File: config.mk
export PLATFORM = sky130hd
export DESIGN_NAME = clk_rate_ctrl_flat
export DESIGN_NICKNAME = d
export VERILOG_FILES = /design/src/rtl/clk_rate_ctrl_if.sv /design/src/rtl/clk_rate_ctrl.sv /design/src/flat_wrapper.sv
export SDC_FILE = /design/constraint.sdc
export NUM_CORES = 1
export LEC_CHECK = 0
export ABC_AREA = 0
export CELL_PAD_IN_SITES_DETAIL_PLACEMENT = 0
export CELL_PAD_IN_SITES_GLOBAL_PLACEMENT = 1
export CORE_MARGIN = 4
export CORE_UTILIZATION = 41
export CTS_CLUSTER_DIAMETER = 80
export CTS_CLUSTER_SIZE = 25
export DETAILED_ROUTE_END_ITERATION = 8
export GPL_ROUTABILITY_DRIVEN = 0
export GPL_TIMING_DRIVEN = 0
export PLACE_DENSITY_LB_ADDON = 0.25
export SYNTH_ARGS = -nofsm -noshare
export SYNTH_HDL_FRONTEND = slang
export SYNTH_SLANG_ARGS = --single-unit
File: constraint.sdc
create_clock -name clk_in -period 2.5 [get_ports clk_in]
set_input_delay 0.5 -clock clk_in [delete_from_list [all_inputs] [get_ports clk_in]]
set_output_delay 0.5 -clock clk_in [all_outputs]
set_load 0.02 [all_outputs]
File: src/rtl/clk_rate_ctrl_if.sv
// Rate-change request handshake between the system sequencer and clk_rate_ctrl.
interface clk_rate_ctrl_if;
  logic       req_valid;
  logic [1:0] req_rate;
  logic       req_ready;
  logic       rate_ack;

  modport master (output req_valid, output req_rate, input req_ready, input rate_ack);
  modport slave  (input req_valid, input req_rate, output req_ready, output rate_ack);
endinterface

File: src/rtl/clk_rate_ctrl.sv
// Run-time divided-clock rate controller: one free-running master counter drives a
// selectable divided clock and enable strobe; rate changes land only at the cnt=0 boundary.
//
// state  | meaning
// RUN    | rate applied, request handshake open
// ALIGN  | request latched, waiting for the last cycle of the master period
module clk_rate_ctrl #(
  parameter int         DF_1     = 32,
  parameter int         DF_2     = 16,
  parameter int         DF_4     = 8,
  parameter logic [1:0] RST_RATE = 2'd0,
  parameter int         CNT_W    = 5
) (
  input  logic           clk_in,
  input  logic           reset,
  clk_rate_ctrl_if.slave req_if,
  output logic [1:0]     cur_rate_o,
  output logic           clk_out_o,
  output logic           clk_en_o,
  output logic           busy_o,
  output logic [7:0]     sw_count_o
);

  typedef enum logic {ST_RUN, ST_ALIGN} state_t;

  localparam logic [CNT_W-1:0] CNT_LAST = CNT_W'(DF_1 - 1);
  localparam logic [CNT_W-1:0] CNT_ONE  = CNT_W'(1);
  localparam logic [CNT_W:0]   MASK_1   = (CNT_W+1)'(DF_1 - 1);
  localparam logic [CNT_W:0]   MASK_2   = (CNT_W+1)'(DF_2 - 1);
  localparam logic [CNT_W:0]   MASK_4   = (CNT_W+1)'(DF_4 - 1);
  localparam logic [CNT_W:0]   HALF_1   = (CNT_W+1)'(DF_1 / 2);
  localparam logic [CNT_W:0]   HALF_2   = (CNT_W+1)'(DF_2 / 2);
  localparam logic [CNT_W:0]   HALF_4   = (CNT_W+1)'(DF_4 / 2);

  state_t           state_q, state_d;
  logic [CNT_W-1:0] cnt_q, cnt_d;
  logic [1:0]       cur_rate_q, cur_rate_d;
  logic [1:0]       pend_rate_q, pend_rate_d;
  logic             clk_out_q, clk_out_d;
  logic             clk_en_q, clk_en_d;
  logic             rate_ack_q, rate_ack_d;
  logic [7:0]       sw_count_q, sw_count_d;
  logic [CNT_W:0]   mask, half, ph;

  // Divisors are powers of two, so the phase is just the masked counter.
  always_comb begin
    mask = MASK_1;
    half = HALF_1;
    case (cur_rate_q)
      2'd1:    begin mask = MASK_2; half = HALF_2; end
      2'd2:    begin mask = MASK_4; half = HALF_4; end
      default: begin mask = MASK_1; half = HALF_1; end
    endcase
    ph        = {1'b0, cnt_q} & mask;
    clk_out_d = (cur_rate_q != 2'd3) && (ph < half);
    clk_en_d  = (cur_rate_q != 2'd3) && (ph == mask);
    cnt_d     = (cnt_q == CNT_LAST) ? '0 : cnt_q + CNT_ONE;
  end

  always_comb begin
    state_d     = state_q;
    cur_rate_d  = cur_rate_q;
    pend_rate_d = pend_rate_q;
    rate_ack_d  = 1'b0;
    sw_count_d  = sw_count_q;
    case (state_q)
      ST_RUN: begin
        if (req_if.req_valid) begin
          if (req_if.req_rate == cur_rate_q) begin
            rate_ack_d = 1'b1;
          end else begin
            pend_rate_d = req_if.req_rate;
            state_d     = ST_ALIGN;
          end
        end
      end
      ST_ALIGN: begin
        if (cnt_q == CNT_LAST) begin
          cur_rate_d = pend_rate_q;
          rate_ack_d = 1'b1;
          state_d    = ST_RUN;
          if (sw_count_q != 8'hFF) sw_count_d = sw_count_q + 8'd1;
        end
      end
      default: state_d = ST_RUN;
    endcase
  end

  always_ff @(posedge clk_in) begin
    if (reset) begin
      state_q     <= ST_RUN;
      cnt_q       <= '0;
      cur_rate_q  <= RST_RATE;
      pend_rate_q <= RST_RATE;
      clk_out_q   <= 1'b0;
      clk_en_q    <= 1'b0;
      rate_ack_q  <= 1'b0;
      sw_count_q  <= 8'd0;
    end else begin
      state_q     <= state_d;
      cnt_q       <= cnt_d;
      cur_rate_q  <= cur_rate_d;
      pend_rate_q <= pend_rate_d;
      clk_out_q   <= clk_out_d;
      clk_en_q    <= clk_en_d;
      rate_ack_q  <= rate_ack_d;
      sw_count_q  <= sw_count_d;
    end
  end

  assign req_if.req_ready = (state_q == ST_RUN);
  assign req_if.rate_ack  = rate_ack_q;
  assign busy_o           = (state_q == ST_ALIGN);
  assign cur_rate_o       = cur_rate_q;
  assign clk_out_o        = clk_out_q;
  assign clk_en_o         = clk_en_q;
  assign sw_count_o       = sw_count_q;

endmodule

File: src/flat_wrapper.sv
// flat-port wrapper written by rule: the top's interface ports become plain ports
module clk_rate_ctrl_flat 
#(
  parameter int         DF_1     = 32,
  parameter int         DF_2     = 16,
  parameter int         DF_4     = 8,
  parameter logic [1:0] RST_RATE = 2'd0,
  parameter int         CNT_W    = 5
)
  (clk_in, reset, cur_rate_o, clk_out_o, clk_en_o, busy_o, sw_count_o, req_if_req_valid, req_if_req_rate, req_if_req_ready, req_if_rate_ack);
  clk_rate_ctrl_if req_if_i ();
  input  logic clk_in;
  input  logic reset;
  output logic [1:0] cur_rate_o;
  output logic clk_out_o;
  output logic clk_en_o;
  output logic busy_o;
  output logic [7:0] sw_count_o;
  input wire logic [$bits(req_if_i.req_valid)-1:0] req_if_req_valid;
  input wire logic [$bits(req_if_i.req_rate)-1:0] req_if_req_rate;
  output wire logic [$bits(req_if_i.req_ready)-1:0] req_if_req_ready;
  output wire logic [$bits(req_if_i.rate_ack)-1:0] req_if_rate_ack;
  assign req_if_i.req_valid = req_if_req_valid;
  assign req_if_i.req_rate = req_if_req_rate;
  assign req_if_req_ready = req_if_i.req_ready;
  assign req_if_rate_ack = req_if_i.rate_ack;
  clk_rate_ctrl #(.DF_1(DF_1), .DF_2(DF_2), .DF_4(DF_4), .RST_RATE(RST_RATE), .CNT_W(CNT_W)) u_core (.clk_in(clk_in), .reset(reset), .req_if(req_if_i), .cur_rate_o(cur_rate_o), .clk_out_o(clk_out_o), .clk_en_o(clk_en_o), .busy_o(busy_o), .sw_count_o(sw_count_o));
endmodule
==> out/qor.csv <==
stage;metric;value;unit
outcome;status;completed;
clocking;hold_buffers;0;
cells_and_area;num_antenna_cells;0;
floorplan;die_w;58.5;um
sta;drv_slew;0;
logic_synthesis;synth_cell_type_count;34;
floorplan;initial_utilization;42.6;%
clocking;cts-root-buf;clkbuf_4;
drt;vias_per_cell;5.35;
sta;fin_ws;523;ps
place;hpwl;1.58;mm
sta;finalSetupViolations;0;
sta;hold_slack;469;ps
place;placed_cell_area;1270;um^2
sta;timing.final.crit_share;79.1;%
setup_path;r2r-start;u_core.cnt_q[0]$_SDFF_PP0_;
hold_path;holdPathStages;1;
logic_synthesis;synth_area;1040;um^2
floorplan;row_count;18;
sta;rsz0062_at_grt;no;
cells_and_area;fin_util;53.0;%
hold_path;hold_end;u_core.cnt_q[0]$_SDFF_PP0_;
drt;wl;2.11;mm
setup_path;path_class;register to output pin;
logic_synthesis;ys_seq_area_share;40.2;%
hold_path;hp-start;u_core.cnt_q[0]$_SDFF_PP0_;
sta;max_slew_margin;69.6;%
logic_synthesis;synth.top_cell.area_share;40.2;%
cells_and_area;nets;146;
logic_synthesis;synthCells;109;
power;total_power;567;uW
clocking;clockBufferDepth;2;
logic_synthesis;synth_top_flop_cell;dfxtp_1;
clocking;cts-buffers-inserted;3;
place;dp.cells;158;
cells_and_area;syn_to_final_growth;24.4;%
place;port_buffers;19;
logic_synthesis;synth_area_per_cell;9.58;um^2
place;pre_cts_ws;487;ps
logic_synthesis;synth_edf_count;0;
clocking;cts_post_setup_buffers_inserted;0;
clocking;cts.sinks;21;
sta;setup-tns-final;0;ps
setup_path;path_buf_inv;1;
setup_path;end_kind;output pin;
sta;fin_crit;1980;ps
power;p_leak;0.486;nW
drt;wire_per_inst;13.0;um
floorplan;die_area;3420;um^2
drt;drtIter0Drc;14;
logic_synthesis;yosys_warnings;0;
setup_path;r2r-end;u_core.sw_count_o[0]$_SDFFE_PP0P_;
grt;grt_pass1_vias;859;
clocking;clk_pin_slew;110;ps
sta;tightest_slew;455;ps
power;irDropWorstVdd;0.000279;V
sta;clock_skew;15.7;ps
sta;clock.fmax;506;MHz
cells_and_area;layout-drive-gt1-share;9.09;%
run;cap_violations;0;
setup_path;crit_chain;clkdlybuf4s50_1;
setup_path;path_max_fanout;9;
setup_path;cp-start-kind;register;
setup_path;cp_top_family;buffers and inverters;
logic_synthesis;ys_ff_latch;21;
logic_synthesis;synth_top_area_cell;dfxtp_1;
grt;grt_pass1_wl;3.82;mm
logic_synthesis;synth_area_leaders;dfxtp_1 (40%), ha_1 (9.6%), nand2b_1 (4.2%);
cells_and_area;final_cell_area;1300;um^2
hold_path;min_path_type;register to register;
drt;post-route-drc-count;0;
drt;firstDrtPassIters;4;
logic_synthesis;syn-num-nets;122;
grt;track_usage;14.2;%
grt;grt_max_degree;13;
cells_and_area;fin_cells;162;
floorplan;core_area;2450;um^2
floorplan;io_pins;20;
floorplan;fp.dieH;58.5;um
drt;vias;866;
clocking;htree_levels;1;
setup_path;required;2000;ps
clocking;clk_latency;300;ps
setup_path;max_stage_delay;680;ps
grt;overflow;0;
sta;finalHoldViolCount;0;
setup_path;cpMaxStageDelayCell;clkdlybuf4s50_1;
power;power.density;436;nW/um^2
setup_path;reg2reg_depth;7;
setup_path;worstPathArrival;1480;ps
clocking;post_cts_resized;0;
grt;antenna_found_initial;0;
logic_synthesis;synthArstFlopShare;0;%
drt;final_antenna_net_count;0;
clocking;cts_tree;yes;
setup_path;r2r_slack;680;ps
-- registers in the layout, indices dropped and copies added (netlist names) --
name and flops:
u_core.busy_o 1, u_core.cnt_q 5, u_core.cur_rate_o 2, u_core.sw_count_o 8, u_core.clk_en_o 1, u_core.req_if.rate_ack 1
u_core.clk_out_o 1, u_core.pend_rate_q 2
-- worst max-delay path by stage --
stage,start,to,cells past startpoint
floorplan,u_core.cnt_q[0]$_SDFF_PP0_,u_core.sw_count_o[0]$_SDFFE_PP0P_,7
global placement,reset,u_core.sw_count_o[5]$_SDFFE_PP0P_,4
detailed placement,reset,u_core.sw_count_o[5]$_SDFFE_PP0P_,4
CTS,u_core.cur_rate_o[1]$_SDFFE_PP0P_,cur_rate_o[1],1
global route,u_core.sw_count_o[5]$_SDFFE_PP0P_,sw_count_o[5],1
finish,u_core.sw_count_o[5]$_SDFFE_PP0P_,sw_count_o[5],1
-- cell type report --
cell class | instances | area (um^2)
fillers | 237 | 1150
multi-input cells | 79 | 578
flip-flops and latches | 21 | 420
repair buffers | 19 | 190
well taps | 30 | 37.5
plain buffers | 4 | 27.5
clock buffers | 3 | 22.5
inverters | 5 | 18.8
clock inverters | 1 | 5.00
-- layout by cell type (no fill, tap or decap), drive strengths merged, types with 2 or more instances in the layout --
cell type	instances
nor3b	2
a41oi	2
nor2	5
and3	3
mux2i	3
nand2b	7
ha	8
buf	4
a21oi	9
and4	4
nand3	4
xnor2	3
dfxtp	21
clkbuf	3
nor2b	5
nor3	7
inv	5
nand2	5
clkdlybuf4s50	19
-- metal layers --
| layer | GRT usage, % | part of all wire, % |
|---|---|---|
| met1 | 19.1 | 51 |
| met4 | 4.97 | 0.90 |
| met5 | 0 | 0 |
| met2 | 22.2 | 45 |
| met3 | 3.51 | 3.5 |
-- synth_stat cells (2+ instances only) --
cell	count
a21oi_1	8
and3_1	3
and4_1	4
dfxtp_1	21
ha_1	8
inv_1	5
mux2i_1	3
nand2_1	5
nand2b_1	7
nand3_1	4
nor2_1	5
nor2b_1	5
nor3_1	7
nor3b_1	2
xnor2_1	3
-- power by group --
group          total [mW]  switching (mW)  internal, mW
clock network       0.163           0.104        0.0596
registers           0.352         0.00777         0.344
logic              0.0515          0.0240        0.0276
-- cell families after synthesis --
| logic type | share of synthesized area (%) |
|---|---|
| AO/OA/AOI/OAI | 14.3 |
| XOR/XNOR | 3.35 |
| adder cells (fa/ha/maj) | 9.58 |
| buffers and inverters | 4.43 |
| flip-flops | 40.2 |
| multiplexers | 4.31 |
| AND/OR/NAND/NOR | 23.8 |
Note: power is estimated with default switching activity, not from simulation.
